`src/rtl/stopwatch_ctrl.sv`:
```
// stopwatch_ctrl: run/pause/lap/clear sequencer with 0.1 s prescaler, saturating m:ss.d time and lap freeze
module stopwatch_ctrl #(
  parameter int TICK_DIV = 10_000_000
) (
  input  logic       clk,
  input  logic       reset,
  input  logic       start_stop,
  input  logic       lap_reset,
  output logic [3:0] tenths,
  output logic [5:0] secs,
  output logic [3:0] mins,
  output logic       running,
  output logic       lap_active
);
  localparam int PW = $clog2(TICK_DIV);
  typedef enum logic [1:0] {IDLE, RUN, LAP, PAUSE} state_t;
  state_t        state_q, state_d;
  logic [PW-1:0] presc_q, presc_d;
  logic [3:0]    ten_q, ten_d, min_q, min_d, lten_q, lten_d, lmin_q, lmin_d;
  logic [5:0]    sec_q, sec_d, lsec_q, lsec_d;
  logic          counting, tick, sat;
  assign counting   = (state_q == RUN) || (state_q == LAP);
  assign tick       = counting && (presc_q == PW'(TICK_DIV - 1));
  assign sat        = (ten_q == 4'd9) && (sec_q == 6'd59) && (min_q == 4'd9);
  assign running    = counting;
  assign lap_active = state_q == LAP;
  assign tenths     = lap_active ? lten_q : ten_q;
  assign secs       = lap_active ? lsec_q : sec_q;
  assign mins       = lap_active ? lmin_q : min_q;
  // next state: prescaler, carry chain, button transitions, saturation override
  always_comb begin
    state_d = state_q;
    presc_d = counting ? (tick ? '0 : presc_q + 1'b1) : presc_q;
    ten_d   = ten_q;
    sec_d   = sec_q;
    min_d   = min_q;
    lten_d  = lten_q;
    lsec_d  = lsec_q;
    lmin_d  = lmin_q;
    if (tick && !sat) begin
      if (ten_q == 4'd9) begin
        ten_d = '0;
        if (sec_q == 6'd59) begin
          sec_d = '0;
          min_d = min_q + 4'd1;
        end else sec_d = sec_q + 6'd1;
      end else ten_d = ten_q + 4'd1;
    end
    if (start_stop) state_d = counting ? PAUSE : RUN;
    else if (lap_reset) begin
      case (state_q)
        RUN: begin
          state_d = LAP;
          lten_d  = ten_q;
          lsec_d  = sec_q;
          lmin_d  = min_q;
        end
        LAP: state_d = RUN;
        PAUSE: begin
          state_d = IDLE;
          presc_d = '0;
          ten_d   = '0;
          sec_d   = '0;
          min_d   = '0;
          lten_d  = '0;
          lsec_d  = '0;
          lmin_d  = '0;
        end
        default: state_d = state_q;
      endcase
    end
    if (tick && sat) state_d = PAUSE;
  end
  // state registers with asynchronous clear
  always_ff @(posedge clk or posedge reset) begin
    if (reset) begin
      state_q <= IDLE;
      presc_q <= '0;
      ten_q   <= '0;
      sec_q   <= '0;
      min_q   <= '0;
      lten_q  <= '0;
      lsec_q  <= '0;
      lmin_q  <= '0;
    end else begin
      state_q <= state_d;
      presc_q <= presc_d;
      ten_q   <= ten_d;
      sec_q   <= sec_d;
      min_q   <= min_d;
      lten_q  <= lten_d;
      lsec_q  <= lsec_d;
      lmin_q  <= lmin_d;
    end
  end
endmodule

```
`config.mk`:
```
export PLATFORM = sky130hd
export DESIGN_NAME = stopwatch_ctrl
export DESIGN_NICKNAME = d
export VERILOG_FILES = /design/src/rtl/stopwatch_ctrl.sv
export SDC_FILE = /design/constraint.sdc
export NUM_CORES = 1
export LEC_CHECK = 0
export CAP_MARGIN = 15
export CORE_MARGIN = 2
export CORE_UTILIZATION = 45
export DETAILED_ROUTE_END_ITERATION = 6
export GPL_ROUTABILITY_DRIVEN = 0
export PLACE_DENSITY = 0.67
export REMOVE_ABC_BUFFERS = 1
export SLEW_MARGIN = 25
export SYNTH_ARGS = -nofsm -noshare
export SYNTH_HDL_FRONTEND = slang
export SYNTH_SLANG_ARGS = --single-unit
export TNS_END_PERCENT = 10
```
`constraint.sdc`:
```
create_clock -name clk -period 7 [get_ports clk]
set_input_delay 1.75 -clock clk [delete_from_list [all_inputs] [get_ports clk]]
set_output_delay 1.75 -clock clk [all_outputs]
set_load 0.01 [all_outputs]
```
==> load_flow_metrics.sql <==
INSERT INTO impl_metrics (metric_group, metric, value, unit) VALUES
('sta', 'worst_slew_pin_slew', '0.7555', 'ns'),
('global_routing', 'vias_in_the_first_global_route', '2198', ''),
('sta', 'finalCritPeriodShare', '58.12', '%'),
('setup_path', 'timing.critical_path.slowest_cell_delay', '0.64', 'ns'),
('sta', 'maxSlewViolCount', '0', ''),
('synthesis', 'synth_mux_area_share', '4.528', '%'),
('detailed_routing', 'ant_nets', '0', ''),
('floorplan', 'die_outline_area', '7299', 'um2'),
('setup_path', 'timing.critical_path.arrival', '2.32', 'ns'),
('global_routing', 'grt_util_all_layers', '16.40', '%'),
('cts', 'cts_root_buffer', 'clkbuf_8', ''),
('place', 'dp.cells', '405', ''),
('floorplan', 'die_h', '85.44', 'um'),
('sta', 'fin_skew', '0.009994', 'ns'),
('synthesis', 'synth.avg_cell_area', '9.296', 'um2'),
('synthesis', 'top_cells_by_area_in_the_synthesized_netlist', 'dfrtp_1, xor2_1, mux2_2, nand2_1, nor2_1', ''),
('power_and_ir_drop', 'seq_power_share', '51.2', '%'),
('setup_path', 'cp_num_buf_inv', '2', ''),
('synthesis', 'yosys.area_share.simple', '28.47', '%'),
('cells_and_area', 'antenna_diode_count', '0', ''),
('sta', 'post-route-min-period', '4.069', 'ns'),
('power_and_ir_drop', 'cellInternalPower', '0.5507', 'mW'),
('outcome', 'run_status', 'finished, final reports clean', ''),
('synthesis', 'synth_edf_count', '0', ''),
('cts', 'clock_latency', '0.30', 'ns'),
('detailed_routing', 'drt_iter0_drc', '104', ''),
('setup_path', 'timing.critical_path.slowest_stage_cell', 'ha_1', ''),
('cts', 'tritoncts', 'yes', ''),
('synthesis', 'yosys_register_bits', '54', ''),
('cells_and_area', 'postLayoutCoreUtil', '51.80', '%'),
('power_and_ir_drop', 'leakagePower', '1.400', 'nW'),
('setup_path', 'type_of_the_worst_setup_path', 'register to output pin', ''),
('synthesis', 'synth_cell_types', '42', ''),
('cts', 'max_h_tree_level', '2', ''),
('power_and_ir_drop', 'power.combinational.fraction', '26.8', '%'),
('power_and_ir_drop', 'p_switching', '0.2494', 'mW'),
('detailed_routing', 'count_of_vias_placed_by_the_detailed_router', '2275', ''),
('synthesis', 'synth_compound_area_share', '8.679', '%'),
('detailed_routing', 'first_pass_iters', '4', ''),
('setup_path', 'worstSetupStartpointType', 'register', ''),
('setup_path', 'crit_path_cell_trace', 'inv_1, ha_1, mux2_2, clkdlybuf4s50_1', ''),
('synthesis', 'post_synth_xor_area_fraction', '7.044', '%'),
('cells_and_area', 'nNetsFinal', '346', ''),
('cells_and_area', 'finalNonFillerCells', '413', ''),
('cts', 'post_cts_buffers', '0', ''),
('setup_path', 'timing.critical_path.fanout_max', '19', ''),
('flow_run', 'maxCapViolations', '0', ''),
('cts', 'clk_transition_reported_paths', '0.10', 'ns'),
('synthesis', 'synth_warnings', '0', ''),
('hold_path', 'min_path_type', 'register to register', ''),
('power_and_ir_drop', 'power_frac_clock', '22.0', '%'),
('detailed_routing', 'drc', '0', ''),
('cts', 'ctsLongestPathBuffers', '2', ''),
('setup_path', 'timing.critical_path.required', '5.25', 'ns'),
('cts', 'cts.repair.resized', '0', ''),
('place', 'dp_hpwl', '3975', 'um'),
('cts', 'cts-hold-fix-buffers', '0', ''),
('floorplan', 'ios', '20', ''),
('synthesis', 'commonest_register_cell_after_synthesis', 'dfrtp_1', ''),
('cts', 'cts_buffers', '5', ''),
('synthesis', 'synthCells', '321', ''),
('detailed_routing', 'vias_per_cell', '5.508', ''),
('synthesis', 'ys_async_sr_fraction', '100.0', '%'),
('sta', 'max_slew_margin', '49.51', '%'),
('power_and_ir_drop', 'net_switching_share_of_the_total_power', '31.17', '%'),
('sta', 'rsz0062_at_grt', 'no', ''),
('sta', 'timing.final.setup_violations', '0', ''),
('synthesis', 'synthAdderAreaFrac', '2.935', '%'),
('power_and_ir_drop', 'worst_case_vdd_ir_drop', '120.0', 'uV'),
('synthesis', 'main_combinational_cell_family_by_area_after_synthesis', 'simple AND/OR/NAND/NOR gates', ''),
('sta', 'hold_worst_slack', '0.4815', 'ns');
-- cell usage after synthesis (2+ instances only) --
library cell and number:
dfrtp_1 54, nand2_1 33, nor2_1 33, o21ai_0 23
xor2_1 17, nand3_1 16, a21oi_1 12, mux2_2 12
nand2b_1 12, nand4_1 11, clkbuf_1 9, inv_1 8
ha_1 7, nor3_1 7, xnor2_1 7, nor4_1 6
and3_1 5, nor2b_1 5, or3_1 5, or4_1 4
and2_1 3, nand4b_1 3, o21a_1 3, o31ai_1 3
a31oi_1 2, and4_1 2, and4b_1 2, nand4bb_1 2
or3b_1 2
-- tightest hold or removal path, stage by stage (launching register included) --
cell	delay [ns]
dfrtp_1	0.35
nand2_1	0.04
o21ai_0	0.06
-- flip-flops by register name, summed over array words and instances (netlist names) --
register,count
lmin_q,4
lsec_q,6
lten_q,4
min_q,4
presc_q,24
sec_q,6
state_q,2
ten_q,4
-- final timing paths --
kind / end / startpoint / slack [ns] / depth (start not counted)
worst max-delay path: tenths[2] / state_q[0] / 2.93 / 4
worst min-delay path: lmin_q[0] / lmin_q[0] / 0.48 / 2
worst max register to register: presc_q[13] / state_q[0] / 4.05 / 7
worst min register to register: lmin_q[0] / lmin_q[0] / 0.48 / 2
max in group asynchronous: presc_q[18] / reset / 4.60 / 3
min in group asynchronous: presc_q[12] / reset / 1.94 / 3
-- cell type report --
| cell class | count | area [um2] |
|---|---|---|
| clock buffer | 7 | 86.33 |
| clock inverter | 1 | 5.005 |
| fill | 606 | 3078 |
| inverter | 8 | 30.03 |
| multi-input combinational | 246 | 1541 |
| sequential | 54 | 1351 |
| tap | 77 | 96.34 |
| timing repair buffer | 20 | 197.7 |
-- through the flow --
| stage | area, um2 | setup slack [ns] |
|---|---|---|
| 2_1_floorplan | 2923 | 3.823 |
| 6_report | 3308 | 2.931 |
| 4_1_cts | 3308 | 2.843 |
| 3_5_place_dp | 3217 | 3.169 |
| 5_1_grt | 3308 | 2.771 |
| 3_3_place_gp | 3217 | 3.238 |
-- layer usage --
| metal | global-route usage (%) | part of all wire, % | up-vias | wire (um) |
|---|---|---|---|---|
| met3 | 2.626 | 1.9 | 4 | 106 |
| li1 | - | - | 1149 | - |
| met1 | 22.24 | 48 | 1100 | 2706 |
| met4 | 3.608 | 0.81 | 0 | 45 |
| met5 | 0 | 0 | - | 0 |
| met2 | 27.77 | 49 | 22 | 2724 |
-- logic make-up (layout without fill, tap and decap cells) --
| family | after synthesis | in the layout |
|---|---|---|
| and+or+nand+nor | 157 | 157 |
| DFF | 54 | 54 |
| AOI/OAI and AO/OA | 46 | 46 |
| xor gates and xnor gates | 24 | 24 |
| buffers and inverters | 21 | 36 |
| muxes | 12 | 12 |
| adders and majority gates | 7 | 7 |
-- cell usage in the layout (no fill, tap or decap), drive strengths merged --
cell / n
dfrtp: 54
nand2: 33
nor2: 33
o21ai: 23
clkdlybuf4s50: 19
xor2: 17
nand3: 16
nand2b: 12
a21oi: 12
mux2: 12
nand4: 11
inv: 8
xnor2: 7
nor3: 7
ha: 7
clkbuf: 7
nor4: 6
or3: 6
nor2b: 5
and3: 5
or4: 5
o31ai: 3
nand4b: 3
and2: 3
o21a: 3
and4: 3
or3b: 3
and4b: 2
nand4bb: 2
a31oi: 2
nor4b: 1
or2: 1
a21bo: 1
a211oi: 1
a221oi: 1
clkinv: 1
buf: 1
-- power by group through the flow --
stage / clock [mW] / sequential (mW) / combinational, mW
detailed placement: 0 / 0.417 / 0.221
global placement: 0 / 0.414 / 0.216
floorplan: 0 / 0.405 / 0.152
global route: 0.194 / 0.419 / 0.246
finish: 0.176 / 0.410 / 0.214
CTS: 0.183 / 0.410 / 0.220
Note: power is estimated with default switching activity, not from simulation.
